### src/rtl/wb_stage_skid_reg_if.sv
// Handshake bundle between the MEM stage, the MEM->WB stage register and writeback.
// The stage register uses the slave modport; the surrounding pipeline uses master.
interface wb_stage_skid_reg_if #(
    parameter int DATA_W = 32,
    parameter int ADDR_W = 5,
    parameter int NCH    = 2
);
    logic                  in_valid;
    logic                  in_ready;
    logic [NCH-1:0]        in_regwr;
    logic [NCH*DATA_W-1:0] in_data;
    logic [NCH*ADDR_W-1:0] in_addr;
    logic                  out_valid;
    logic                  out_ready;
    logic [NCH-1:0]        out_regwr;
    logic [NCH*DATA_W-1:0] out_data;
    logic [NCH*ADDR_W-1:0] out_addr;

    modport slave (
        input  in_valid, in_regwr, in_data, in_addr, out_ready,
        output in_ready, out_valid, out_regwr, out_data, out_addr
    );

    modport master (
        output in_valid, in_regwr, in_data, in_addr, out_ready,
        input  in_ready, out_valid, out_regwr, out_data, out_addr
    );
endinterface

### src/rtl/wb_stage_skid_reg.sv
// MEM->WB stage register carrying NCH register-write channels, with optional
// two-entry skid buffer and a combinational forwarding lookup for the hazard unit.
//
// state    | meaning
// ST_EMPTY | nothing held
// ST_ONE   | main entry valid, drives the output
// ST_FULL  | main and skid valid; skid is the younger entry (SKID=1 only)
module wb_stage_skid_reg #(
    parameter int DATA_W = 32,
    parameter int ADDR_W = 5,
    parameter int NCH    = 2,
    parameter int SKID   = 1
) (
    input  logic              clk,
    input  logic              reset,
    input  logic              flush,
    wb_stage_skid_reg_if.slave bus,
    output logic [1:0]        occ,
    input  logic [ADDR_W-1:0] fwd_addr,
    output logic              fwd_hit,
    output logic [DATA_W-1:0] fwd_data
);
    typedef enum logic [1:0] {
        ST_EMPTY = 2'd0,
        ST_ONE   = 2'd1,
        ST_FULL  = 2'd2
    } state_t;

    typedef struct packed {
        logic [NCH-1:0]        regwr;
        logic [NCH*DATA_W-1:0] data;
        logic [NCH*ADDR_W-1:0] addr;
    } entry_t;

    state_t state_q, state_d;
    entry_t main_q, main_d;
    entry_t skid_q, skid_d;
    entry_t in_e;

    logic main_valid, skid_valid;
    logic in_ready, out_valid;
    logic accept, retire;

    always_ff @(posedge clk) begin
        if (reset) begin
            state_q <= ST_EMPTY;
            main_q  <= '0;
            skid_q  <= '0;
        end else begin
            state_q <= state_d;
            main_q  <= main_d;
            skid_q  <= skid_d;
        end
    end

    assign main_valid = (state_q != ST_EMPTY);
    assign skid_valid = (state_q == ST_FULL);

    // With the skid entry, ready depends only on registered state; without it,
    // ready looks through to out_ready so a held entry can be replaced in place.
    generate
        if (SKID != 0) begin : g_skid_ready
            assign in_ready = !skid_valid && !reset;
        end else begin : g_pass_ready
            assign in_ready = (!main_valid || bus.out_ready) && !reset;
        end
    endgenerate

    assign out_valid = main_valid && !reset;
    assign accept    = bus.in_valid && in_ready;
    assign retire    = out_valid && bus.out_ready;

    always_comb begin
        state_d    = state_q;
        main_d     = main_q;
        skid_d     = skid_q;
        in_e.regwr = bus.in_regwr;
        in_e.data  = bus.in_data;
        in_e.addr  = bus.in_addr;
        if (flush) begin
            state_d = ST_EMPTY;
            main_d  = '0;
            skid_d  = '0;
        end else if (retire && skid_valid) begin
            state_d = ST_ONE;
            main_d  = skid_q;
            skid_d  = '0;
        end else if (retire && accept) begin
            main_d = in_e;
        end else if (retire) begin
            state_d = ST_EMPTY;
            main_d  = '0;
        end else if (accept && main_valid) begin
            state_d = ST_FULL;
            skid_d  = in_e;
        end else if (accept) begin
            state_d = ST_ONE;
            main_d  = in_e;
        end
    end

    assign bus.in_ready  = in_ready;
    assign bus.out_valid = out_valid;
    assign bus.out_regwr = out_valid ? main_q.regwr : '0;
    assign bus.out_data  = reset ? '0 : main_q.data;
    assign bus.out_addr  = reset ? '0 : main_q.addr;
    assign occ           = reset ? 2'd0 : state_q;

    // Later matches overwrite earlier ones: scanning high->low channels, main
    // before skid, leaves the youngest entry's lowest channel as the winner.
    always_comb begin
        fwd_hit  = 1'b0;
        fwd_data = '0;
        if (!reset && fwd_addr != '0) begin
            for (int k = NCH - 1; k >= 0; k--) begin
                if (main_valid && main_q.regwr[k] &&
                    main_q.addr[k*ADDR_W +: ADDR_W] == fwd_addr) begin
                    fwd_hit  = 1'b1;
                    fwd_data = main_q.data[k*DATA_W +: DATA_W];
                end
            end
            for (int k = NCH - 1; k >= 0; k--) begin
                if (skid_valid && skid_q.regwr[k] &&
                    skid_q.addr[k*ADDR_W +: ADDR_W] == fwd_addr) begin
                    fwd_hit  = 1'b1;
                    fwd_data = skid_q.data[k*DATA_W +: DATA_W];
                end
            end
        end
    end
endmodule

### src/flat_wrapper.sv
// flat-port wrapper written by rule: the top's interface ports become plain ports
module wb_stage_skid_reg_flat 
#(
    parameter int DATA_W = 32,
    parameter int ADDR_W = 5,
    parameter int NCH    = 2,
    parameter int SKID   = 1
)
  (clk, reset, flush, occ, fwd_addr, fwd_hit, fwd_data, bus_in_valid, bus_in_regwr, bus_in_data, bus_in_addr, bus_out_ready, bus_in_ready, bus_out_valid, bus_out_regwr, bus_out_data, bus_out_addr);
  wb_stage_skid_reg_if #(.DATA_W(DATA_W), .ADDR_W(ADDR_W), .NCH(NCH)) bus_i ();
  input  logic clk;
  input  logic reset;
  input  logic flush;
  output logic [1:0] occ;
  input  logic [ADDR_W-1:0] fwd_addr;
  output logic fwd_hit;
  output logic [DATA_W-1:0] fwd_data;
  input wire logic [$bits(bus_i.in_valid)-1:0] bus_in_valid;
  input wire logic [$bits(bus_i.in_regwr)-1:0] bus_in_regwr;
  input wire logic [$bits(bus_i.in_data)-1:0] bus_in_data;
  input wire logic [$bits(bus_i.in_addr)-1:0] bus_in_addr;
  input wire logic [$bits(bus_i.out_ready)-1:0] bus_out_ready;
  output wire logic [$bits(bus_i.in_ready)-1:0] bus_in_ready;
  output wire logic [$bits(bus_i.out_valid)-1:0] bus_out_valid;
  output wire logic [$bits(bus_i.out_regwr)-1:0] bus_out_regwr;
  output wire logic [$bits(bus_i.out_data)-1:0] bus_out_data;
  output wire logic [$bits(bus_i.out_addr)-1:0] bus_out_addr;
  assign bus_i.in_valid = bus_in_valid;
  assign bus_i.in_regwr = bus_in_regwr;
  assign bus_i.in_data = bus_in_data;
  assign bus_i.in_addr = bus_in_addr;
  assign bus_i.out_ready = bus_out_ready;
  assign bus_in_ready = bus_i.in_ready;
  assign bus_out_valid = bus_i.out_valid;
  assign bus_out_regwr = bus_i.out_regwr;
  assign bus_out_data = bus_i.out_data;
  assign bus_out_addr = bus_i.out_addr;
  wb_stage_skid_reg #(.DATA_W(DATA_W), .ADDR_W(ADDR_W), .NCH(NCH), .SKID(SKID)) u_core (.clk(clk), .reset(reset), .flush(flush), .bus(bus_i), .occ(occ), .fwd_addr(fwd_addr), .fwd_hit(fwd_hit), .fwd_data(fwd_data));
endmodule
### config.mk
export PLATFORM = sky130hd
export DESIGN_NAME = wb_stage_skid_reg_flat
export DESIGN_NICKNAME = d
export VERILOG_FILES = /design/src/rtl/wb_stage_skid_reg_if.sv /design/src/rtl/wb_stage_skid_reg.sv /design/src/flat_wrapper.sv
export SDC_FILE = /design/constraint.sdc
export NUM_CORES = 1
export LEC_CHECK = 0
export CAP_MARGIN = 30
export CORE_ASPECT_RATIO = 0.75
export CORE_MARGIN = 2
export CORE_UTILIZATION = 45
export CTS_CLUSTER_DIAMETER = 40
export DETAILED_ROUTE_END_ITERATION = 16
export MAX_ROUTING_LAYER = met4
export PLACE_DENSITY = 0.79
export SYNTH_ARGS = -nofsm -noshare
export SYNTH_HDL_FRONTEND = slang
export SYNTH_SLANG_ARGS = --single-unit
### constraint.sdc
create_clock -name clk -period 2.4 [get_ports clk]
set_input_delay 0.48 -clock clk [delete_from_list [all_inputs] [get_ports clk]]
set_output_delay 0.48 -clock clk [all_outputs]
set_load 0.03 [all_outputs]
==> results of run 1 <==
==> kinds of logic after synthesis <==
family | synth area share
XOR/XNOR | 0.0221
adder cells (fa/ha/maj) | 0.00126
AO/OA/AOI/OAI | 0.273
AND/OR/NAND/NOR | 0.249
buffers and inverters | 0.0632
multiplexers | 0.00253
flip-flops | 0.389
==> stage by stage <==
step / setup TNS, ps / setup WS, ps / instances / area, µm² / hold WS (ps)
after floorplan: -4000 / -127 / 1018 / 8340 / 445
after global placement: -23190 / -792 / 1423 / 10800 / 453
after detailed placement: -26050 / -884 / 1423 / 10800 / 459
after CTS: -14050 / -478 / 1466 / 11900 / 468
after global routing: -16750 / -544 / 1467 / 12100 / 490
final: -15240 / -493 / 1468 / 12100 / 470
==> area by class of cell <==
class	instances	area [µm²]	area share
diodes	1	2.50	0.000207
clock buffers	19	453	0.0375
inverters	1	3.75	0.000311
multi-input cells	753	4950	0.410
repair buffers	293	3120	0.258
flip-flops and latches	154	3090	0.256
well taps	236	295	0.0244
clock inverters	11	169	0.0140
==> sequential cells by signal (all words and copies together) (netlist names) <==
name / cells
u_core.skid_q: 76
u_core.main_q: 76
u_core.state_q: 2
==> repair_timing <==
action	4_1_cts	5_1_grt
pin swaps	16	33
setup endpoints to repair	34	36
gates cloned	6	1
gates resized for setup	95	29
setup buffers	7	0
==> path summary, 6_finish.rpt <==
path                             to  slack [ps]  depth (start not counted)
setup / recovery       fwd_data[10]        -490                          8
hold / removal    u_core.skid_q[26]         470                          2
hold reg to reg   u_core.skid_q[26]         470                          2
setup reg to reg  u_core.skid_q[20]         480                          6
==> where the power goes <==
| part | switching [mW] | internal [mW] | leakage [nW] | total, mW |
|---|---|---|---|---|
| Clock | 1.07 | 1.79 | 0.305 | 2.86 |
| Combinational | 0.426 | 0.375 | 2.74 | 0.801 |
| Sequential | 0.0528 | 2.61 | 1.25 | 2.66 |
==> tightest hold or removal path: cells and delay by family (launching register included) <==
kind,cells,cell delay (ps)
AO/OA/AOI/OAI,1,50
AND/OR/NAND/NOR,1,50
flip-flops,1,320
==> routing by layer <==
layer | track usage | up-vias | part of all wire
met5 | - | - | 0
li1 | - | 3987 | -
met1 | 0.425 | 4082 | 0.42
met2 | 0.464 | 443 | 0.45
met4 | 0.0767 | 0 | 0.018
met3 | 0.0768 | 39 | 0.10
==> placed cells by master (no fill, tap or decap), types with 3 or more instances in the layout <==
master and n:
a211oi_1 77, a21oi_1 76, a22oi_1 76, a311oi_4 31, buf_12 18, buf_16 5, buf_4 66, buf_6 41
bufinv_16 4, clkbuf_16 18, clkdlybuf4s15_2 4, clkdlybuf4s50_1 151, clkinv_2 3, dfxtp_1 148, dfxtp_2 6, dlymetal6s2s_1 3
nand2_1 185, nand3_1 27, nand3_2 6, nand4_1 3, nor2_1 84, nor2b_1 76, nor3_1 13, nor3_2 18
nor3_4 3, o21ai_0 32, or2_4 3, xnor2_1 9, xor2_1 8
==> results, run 1 <==
- The estimated wirelength of the detail-placed design is 17.8 mm.
- The total count of hold-check failures in the final report came to 0.
- The origin of the critical flop-to-flop path is u_core.state_q[1].
- The biggest area contributor in the post-synthesis netlist is dfxtp_1.
- The worst supply voltage drop on vdd is 0.000480 V.
- The run finished, with violations left.
- The capturing element type of the critical path is a primary output.
- The residual antenna-violating net count after detailed routing is 0.
- The floorplan step defined a die boundary enclosing 18,700 µm².
- The most common cell in the netlist is nand2_1.
- The highest fanout seen on the critical path is 7.
- The clock latency on the worst-skew pair is 430 ps.
- Between clock sinks in the finished design, the worst skew comes to 11.8 ps.
- Of the available clock period, the critical path in the final layout requires 1.21.
- In this run the worst setup path begins at u_core.skid_q[1].
- The signal on the critical path passes through xor2_2 > nor4_2 > buf_4 > and2_4 > buf_8 > nor3_2 > a311oi_4 > buf_6.
- The number of buffers and inverters on the critical path is 3.
- Averaged over all synthesized cells, the footprint is 7.78 µm².
- Of the post-synthesis cell area, the dominant cell type holds 0.389.
- The static leakage is 4.29 nW.
- The overall power is 6.33 mW.
- The checks that failed: negative setup slack.
- The worst stage delay on the critical path is 360 ps.
- The number of buffers between clock root and the deepest sink is 2.
- The synthesized design contains 154 register bits.
- In the global route stage, overall resource usage came out at 0.312.
- The final setup violation count is 33.
- Entering global routing, the biggest net connects 79 pins.
- The worst setup path is of the reg -> out kind.
- Counting every sink on the clock net gives 154.
- The normalized max-slew margin is 0.586.
- The share of layout cells above drive strength 1 is 0.206.
- The number of inserted filler cells in the final layout is 1,285.
- The placeable core area is 17,000 µm².
- Of all flip-flops after synthesis, the portion carrying an async set or reset was 0.
- The count of hold-fix buffers inserted at cts is 0.
- The starting DRC count in detailed routing is 737.
- The DRC violation count after routing is 0.
- The clock period minus final worst setup slack is 2890 ps.
- The via density per instance is 5.82.
- Clock-pin slew was measured on the worst setup and hold paths at 60 ps.
- The number of pins with negative max-slew slack in the final report came to 0.
- The worst hold path belongs to the class reg -> reg.
- The remaining global-route overflow is 0.
- Counting distinct cell types in the post-synthesis netlist gives 35.
- The synthesized design contains 0 enable-type register cells.
- The count of input and output buffers is 198.
- The initial antenna violation count came to 0.
- The area growth from synthesis to layout is 52.4%.
- The initial standard-cell utilization of the core is 0.465.
- The initialized floorplan defines 41 standard-cell rows.
- The number of max-cap violations is 0.
- The total power per unit cell area is 524 nW/µm².
- The count of TritonRoute iterations in the first routing pass is 6.
- The routed wire length is 28.7 mm.
- The average routed wire per standard cell is 19.6 µm.
- The number of global-route vias before repair is 8,093.
- At the pin with the least slew margin, the transition time is 621 ps.
- Yosys attributes the largest share of cell area to dfxtp_1, nand2_1, a211oi_1.
- The dominant register cell in the synthesized netlist is dfxtp_1.
- In the synthesized netlist, the cells that appear most often are nand2_1, dfxtp_1, nor2_1, a211oi_1, a21oi_1.
- Among all stages on the critical path, the largest delay is contributed by nor4_2.
- STA puts the critical path data required time at 1920 ps.
- The number of top-level pins is 199.
- The via count is 8,551.
- Derived from the worst setup path, the maximum achievable clock frequency is 346 MHz.
- The cell sitting at the root of the clock tree is a clkbuf_16.
- Counting every instance in the synthesized netlist gives 1,018.
- Measured along the x axis, the die boundary spans 157 µm.
- In the final design database the tool counted 1,306 nets.
- For the worst setup path, the data arrival time is 2410 ps.
- Setup repair after global routing could not meet its margin everywhere.
- The H-tree was split into 4 levels.
- The height of the chip is 119 µm.
- Measured on the finished design, the core utilization comes to 0.709.
- Clock tree synthesis inserted a total of 17 buffers.
- The last weighted congestion value of the routability-driven placer is 0.869.
- During synthesis, Yosys emitted a total of 0 warnings.
- The worst setup path is launched from a flip-flop.
- Summing every instance area after synthesis gives 7920 µm².
- The net count after synthesis is 1,104.
- The sequential fraction of the synthesis area is 0.389.
- The startpoint identified for the worst hold timing path is u_core.skid_q[26].
- Once routing completed, OpenROAD measured the worst setup slack at -493 ps.
- The first-pass GRT wire length is 44.6 mm.
- On the critical path the largest part of the delay comes from simple AND/OR/NAND/NOR gates.
- TritonCTS built the clock tree.
Power figures use the tool's default switching activity.
==> run 2, diff against run 1 <==
==> constraint.sdc (replaced) <==
create_clock -name clk -period 2.4 [get_ports clk]
set_input_delay 0.48 -clock clk [delete_from_list [all_inputs] [get_ports clk]]
set_output_delay 0.48 -clock clk [all_outputs]
set_load 0.1 [all_outputs]
==> run 2 against run 1 <==
Compared with the run above: the run still ends with negative setup slack left; first-iteration DRC count increased by 36%; count of clock-buffer cells in the layout unchanged; final cell count increased by 0.75%; combinational power grew 37%; maximum frequency decreased by 3.9%; clock skew fell by 4.3 ps.
==> results, run 2 (synthesis gave the netlist of run 1 again) <==
- The clock-pin transition on the worst setup and hold timing paths is 60 ps (about the same).
- The largest registers in the layout are u_core.main_q: 76 flops, u_core.skid_q: 76 flops, u_core.state_q: 2 flops.
- The maximum number of pins on one net before global-route repair came to 85 (+7.6%).
- The slew at the pin closest to its max-slew limit is 559 ps (-61.9 ps).
- The clock period minus final worst setup slack is 3010 ps (+118 ps).
- The estimated wirelength of the detail-placed design is 18.6 mm (+4.6%).
- The initial standard-cell utilization of the core came to 0.465 (unchanged).
- The clock tree from TritonCTS is done.
- The clock latency on the worst-skew pair came to 420 ps (about the same).
- The highest-delay cell along the critical path is dfxtp_2.
- The count of input and output buffers is 198 (unchanged).
- The most numerous cell on the critical path is buf_12.
- The share of layout cells above drive strength 1 is 0.337 (+0.131).
- The site row count is 41 (unchanged).
- The total count of hold-check failures in the final report was 0 (unchanged).
- The height of the chip is 119 µm (unchanged).
- In this run the clock root is driven by a clkbuf_16.
- The count of hold-fix buffers inserted at cts was 0 (unchanged).
- The maximum operating frequency is 332 MHz (-3.9%).
- The static leakage came to 4.74 nW (+10%).
- The number of pins with negative max-slew slack in the final report is 0 (unchanged).
- The final setup violation count was 33 (unchanged).
- The number of global-route vias before repair is 8,731 (+7.9%).
- STA classifies the critical path startpoint as a flip-flop.
- The initial antenna violation count is 1 (+1).
- The average routed wire per standard cell was 21.5 µm (+9.9%).
- The placeable core area came to 17,000 µm² (unchanged).
- The normalized max-slew margin came to 0.627 (+0.0413).
- The via density per instance is 6.05 (+3.8%).
- The routed wire length is 31.8 mm (+11%).
- The starting DRC count in detailed routing is 1,004 (+36%).
- The path type of the worst setup path is reg -> out.
- The last weighted congestion value of the routability-driven placer came to 0.876 (+0.84%).
- The worst-case clock skew is 7.52 ps (-4.30 ps).
- The flow ran to the end, but the final reports show violations.
- The H-tree depth came to 4 (unchanged).
- The final core utilization was 0.791 (+0.0818).
- The die boundary width is 157 µm (unchanged).
- The via count is 8,943 (+4.6%).
- The data required time at the worst endpoint was 1920 ps (about the same).
- The number of inserted filler cells in the final layout was 1,055 (-18%).
- The class of the worst hold path is reg -> reg.
- Walking the worst path, the cells encountered are xor2_2 > nor4_2 > buf_4 > nand2_2 > and2_4 > buf_12 > buf_16 > a311oi_4 > buf_12.
- The number of sinks driven by the clock tree is 154 (unchanged).
- Setup repair after global routing could not meet its margin everywhere.
- The library cells used most frequently in the layout, excluding fill and tap cells, are nand2_1, dfxtp_1, buf_12.
- The number of nets in the layout is 1,315 (+0.69%).
- The global router's overall resource usage is 0.335 (+0.0233).
- The instance area at placement is 12,300 µm² (+14%).
- The first-pass GRT wire length is 47.5 mm (+6.6%).
- Compared with the post-synthesis result, the final layout area differs by 70.0%.
- The number of buffers between clock root and the deepest sink is 2 (unchanged).
- The highest fanout seen on the critical path is 8 (+1).
- The post-layout worst setup margin is -612 ps (-118 ps).
- The worst path arrival time is 2530 ps (+120 ps).
- The residual antenna-violating net count after detailed routing is 0 (unchanged).
- The TritonCTS buffer count was 17 (unchanged).
- The summed area of non-filler cells in the final layout is 13,500 µm² (+12%).
- The count of TritonRoute iterations in the first routing pass is 5 (-1).
- The total power per unit cell area is 485 nW/µm² (-7.5%).
- The remaining global-route overflow is 0 (unchanged).
- The number of max-cap violations came to 0 (unchanged).
- STA classifies the critical path endpoint as a primary output.
- The checks that failed: negative setup slack.
- The worst stage delay on the critical path is 350 ps (about the same).
- The number of top-level pins is 199 (unchanged).
- The DRC violation count after routing is 0 (unchanged).
- The worst supply voltage drop on vdd was 0.000428 V (-11%).
- The area of the die came to 18,700 µm² (unchanged).
- The final worst-path cycle share was 1.25 (+0.0494).
- Leaving out fill and tap cells, the most frequent cell in the layout is nand2_1.
==> run 2: cell count changes in the layout (fill, tap and decap cells not counted), sizes merged <==
cell	change
buf	+86
clkdlybuf4s50	-72
clkinvlp	+3
dlymetal6s2s	-3
bufbuf	+2
dlygate4sd2	-1
bufinv	-1
clkdlybuf4s15	-3
==> run 2: final timing paths <==
| check | startpoint | endpoint | slack, ps | depth (start not counted) |
|---|---|---|---|---|
| worst max register to register | u_core.state_q[1] | u_core.main_q[74] | 440 | 6 |
| worst min-delay path | u_core.skid_q[25] | u_core.skid_q[25] | 470 | 2 |
| worst max-delay path | u_core.skid_q[1] | fwd_data[28] | -610 | 9 |
| worst min register to register | u_core.skid_q[25] | u_core.skid_q[25] | 470 | 2 |
==> run 2: worst max-delay path: cells and delay by family, from the launching register on <==
kind                   cells  cell delay, ps
AND/OR/NAND/NOR            3             550
XOR/XNOR                   1             170
buffers and inverters      4             690
flip-flops                 1             350
AO/OA/AOI/OAI              1             330
==> run 2: report_power, final <==
group	internal, mW	total [mW]	switching, mW
Clock	1.64	2.77	1.12
Combinational	0.459	1.10	0.638
Sequential	2.61	2.66	0.0532
==> run 2: final cells by class <==
| cell class | instances | area [µm²] | share of cell area |
|---|---|---|---|
| flip-flops and latches | 154 | 3100 | 0.230 |
| clock inverters | 13 | 169 | 0.0125 |
| clock buffers | 19 | 433 | 0.0321 |
| repair buffers | 302 | 4320 | 0.321 |
| well taps | 236 | 295 | 0.0219 |
| inverters | 1 | 3.75 | 0.000279 |
| diodes | 1 | 2.50 | 0.000186 |
| multi-input cells | 753 | 5150 | 0.382 |
==> run 2: routing by layer <==
metal | up-vias | routed length (µm) | GRT usage
li1 | 4020 | - | -
met1 | 4290 | 12700 | 0.423
met2 | 528 | 14800 | 0.507
met3 | 105 | 3200 | 0.0884
met4 | 0 | 1080 | 0.139
met5 | - | 0 | -
==> run 2: repair_timing <==
item	4_1_cts	5_1_grt
pin swaps	32	32
setup buffers	15	4
endpoints found under the setup margin	33	33
gates cloned	5	0
gates resized for setup	41	50
==> run 2: stage by stage <==
step	worst slack [ps]	cells	hold slack, ps	total power [mW]	setup TNS [ps]
6_report	-612	1479	470	6.53	-17890
4_1_cts	-558	1474	467	6.51	-17410
3_3_place_gp	-860	1422	454	3.76	-26810
5_1_grt	-660	1479	491	6.71	-19620
2_1_floorplan	-640	1018	445	3.30	-24290
3_5_place_dp	-859	1422	459	3.78	-26900
==> run 3, diff against run 2 <==
--- a/config.mk
+++ b/config.mk
@@ -7,7 +7,7 @@
 export LEC_CHECK = 0
 export CAP_MARGIN = 30
 export CORE_ASPECT_RATIO = 0.75
-export CORE_MARGIN = 2
+export CORE_MARGIN = 4
 export CORE_UTILIZATION = 45
 export CTS_CLUSTER_DIAMETER = 40
 export DETAILED_ROUTE_END_ITERATION = 16
==> run 3 against run 2 <==
Compared with the run above: the run still ends with negative setup slack left; first-iteration DRC count down 6.2%; maximum frequency up 2.8%; die area up 6.0%; non-clock buffer count down 6; count of clock-buffer cells in the layout up 1; design area down 1.6%; via count down 1.5%; global-route usage down 3.1 points; clock skew down 1.0 ps; clock power down 7%; wire length down 4.7%; highest routed layer unchanged.
==> results, run 3 (synthesis gave the netlist of run 1 again) <==
- The remaining global-route overflow is 0 (unchanged).
- The initial standard-cell utilization of the core is 0.465 (unchanged).
- STA classifies the critical path startpoint as a flip-flop.
- The run finished, with violations left.
- The routed wire length is 30.3 mm (-4.7%).
- The last weighted congestion value of the routability-driven placer is 0.859 (-2.0%).
- The estimated wirelength of the detail-placed design is 18.9 mm (+1.7%).
- The final setup violation count is 33 (unchanged).
- The initial antenna violation count is 1 (unchanged).
- The number of pins with negative max-slew slack in the final report is 0 (unchanged).
- In this run the worst setup path begins at u_core.skid_q[1].
- The total negative setup slack is -16,490 ps (+1400 ps).
- The data required time at the worst endpoint is 1920 ps (about the same).
- The share of layout cells above drive strength 1 is 0.318 (-0.0183).
- The class of the worst hold path is reg -> reg.
- The clock latency on the worst-skew pair is 430 ps (about the same).
- The normalized max-slew margin is 0.596 (-0.0315).
- The highest-delay cell along the critical path is dfxtp_2.
- The critical path is of the reg -> out type.
- The worst path arrival time is 2450 ps (-80 ps).
- The via count is 8,808 (-1.5%).
- Broken down by cell family, the worst path's largest delay share belongs to buffers and inverters.
- The count of TritonRoute iterations in the first routing pass was 8 (+3).
- The length in cells of the worst reg-to-reg path is 7 (+1).
- Compared with the post-synthesis result, the final layout area differs by 67.3%.
- The die boundary width came to 161 µm (+2.5%).
- The critical path goes through xor2_1 > nor4_2 > buf_4 > nand2_2 > and2_4 > buf_4 > buf_12 > a311oi_4 > buf_12.
- The starting DRC count in detailed routing is 942 (-6.2%).
- The highest fanout seen on the critical path is 6 (-2).
- The worst-case clock skew is 6.50 ps (-1.02 ps).
- The number of inserted filler cells in the final layout was 1,078 (+2.2%).
- The reg-to-reg setup timing slack is 420 ps (-20 ps).
- The height of the chip is 123 µm (+3.4%).
- The number of global-route vias before repair came to 8,401 (-3.8%).
- Setup repair after global routing could not meet its margin everywhere.
- The count of input and output buffers came to 198 (unchanged).
- The worst setup path is captured at a primary output.
- The total count of hold-check failures in the final report is 0 (unchanged).
- The critical path depth is 9 (unchanged).
- The library cell used most frequently in the layout, excluding fill and tap cells, is nand2_1.
- The clock root buffer is clkbuf_16.
- The combined buffer and inverter count along the critical path was 4 (unchanged).
- The post-layout worst setup margin is -530 ps (+81.5 ps).
- The register area is 3090 µm² (-0.32%).
- The final worst-path cycle share came to 1.22 (-0.0339).
- In this run the critical register-to-register path is captured at u_core.main_q[75].
- The startpoint identified for the worst register-to-register timing path is u_core.state_q[1].
- The site row count is 41 (unchanged).
- The placeable core area is 17,000 µm² (unchanged).
- The clock period minus final worst setup slack is 2930 ps (-81.5 ps).
- The number of max-cap violations is 0 (unchanged).
- The worst setup path endpoint is fwd_data[24].
- The number of buffers between clock root and the deepest sink is 2 (unchanged).
- The average routed wire per standard cell is 20.6 µm (-4.2%).
- The overall power is 6.32 mW (-3.2%).
- The global router's overall resource usage was 0.304 (-0.0306).
- The number of top-level pins is 199 (unchanged).
- The via density per instance is 5.98 (-1.0%).
- Leaving out fill and tap cells, the most frequent cells in the layout are nand2_1, dfxtp_1, buf_12.
- The number of nets in the layout was 1,309 (-0.46%).
- The residual antenna-violating net count after detailed routing is 0 (unchanged).
- The DRC violation count after routing is 0 (unchanged).
- The final reports fail on negative setup slack.
- The TritonCTS buffer count is 17 (unchanged).
- The worst stage delay on the critical path is 340 ps (about the same).
- The slew at the pin closest to its max-slew limit was 607 ps (+47.3 ps).
- The multi-input gate area in the final layout is 5110 µm² (-0.80%).
- The H-tree depth is 4 (unchanged).
- The total power per unit cell area is 476 nW/µm² (-1.7%).
- The clock tree from TritonCTS is done.
- The area of the die is 19,800 µm² (+6.0%).
- The worst supply voltage drop on vdd is 0.000513 V (+20%).
- The static leakage is 4.65 nW (-1.8%).
- The final core utilization is 0.779 (-0.0125).
- The first-pass GRT wire length was 46.4 mm (-2.3%).
- The clock-pin transition on the worst setup and hold timing paths came to 60 ps (about the same).
- The maximum operating frequency is 341 MHz (+2.8%).
- The largest registers in the layout are u_core.main_q: 76 flops, u_core.skid_q: 76 flops, u_core.state_q: 2 flops.
- The number of sinks driven by the clock tree came to 154 (unchanged).
- The maximum number of pins on one net before global-route repair is 87 (+2.4%).
run 3: how the worst min path moves through the flow:
| stage | from | endpoint | slack (ps) | cells after the start |
|---|---|---|---|---|
| final | u_core.skid_q[29] | u_core.skid_q[29] | 470 | 2 |
| after global routing | u_core.skid_q[43] | u_core.skid_q[43] | 490 | 2 |
| after CTS | u_core.skid_q[33] | u_core.skid_q[33] | 470 | 2 |
| after detailed placement | u_core.skid_q[20] | u_core.skid_q[20] | 460 | 2 |
| after global placement | u_core.skid_q[15] | u_core.skid_q[15] | 450 | 2 |
| after floorplan | u_core.skid_q[74] | u_core.skid_q[74] | 450 | 2 |
run 3: routing by layer:
| metal | track usage | up-vias | wire length [µm] |
|---|---|---|---|
| met5 | - | - | 0 |
| met4 | 0.0932 | 0 | 614 |
| met3 | 0.0716 | 54 | 3180 |
| met2 | 0.474 | 567 | 14200 |
| met1 | 0.398 | 4186 | 12300 |
| li1 | - | 4001 | - |
run 3: final cells by class:
type,count,share of cell area
inverter,1,0.000283
multi-input combinational,753,0.385
tap,236,0.0223
antenna,1,0.000189
clock buffer,20,0.0344
clock inverter,11,0.00736
sequential,154,0.233
timing repair buffer,296,0.317
run 3: what timing repair did:
| item | in CTS | in global routing |
|---|---|---|
| buffers inserted | 9 | 2 |
| endpoints found under the setup margin | 33 | 33 |
| pin swaps | 27 | 20 |
| hold buffers | 0 | 0 |
| gates cloned | 2 | 1 |
| resized for setup | 42 | 10 |
run 3: per-stage QoR:
stage                     instance area (µm²)  hold slack, ps  setup slack, ps  instances
after global routing                    13300             491             -611       1472
after CTS                               13200             470             -568       1469
after floorplan                          8610             445             -640       1018
final                                   13300             471             -530       1472
after detailed placement                12400             461             -855       1427
after global placement                  12400             454             -833       1427
run 3: power by group:
group / internal (mW) / total [mW] / switching, mW
clock network: 1.47 / 2.58 / 1.11
registers: 2.61 / 2.66 / 0.0485
logic: 0.454 / 1.08 / 0.625
run 3: worst reg2reg max path: cells and delay by family, from the launching register on:
family | cells | cell delay [ps]
flops | 1 | 350
buf+inv | 2 | 510
mux | 1 | 160
simple gates | 3 | 560
compound gates | 1 | 290
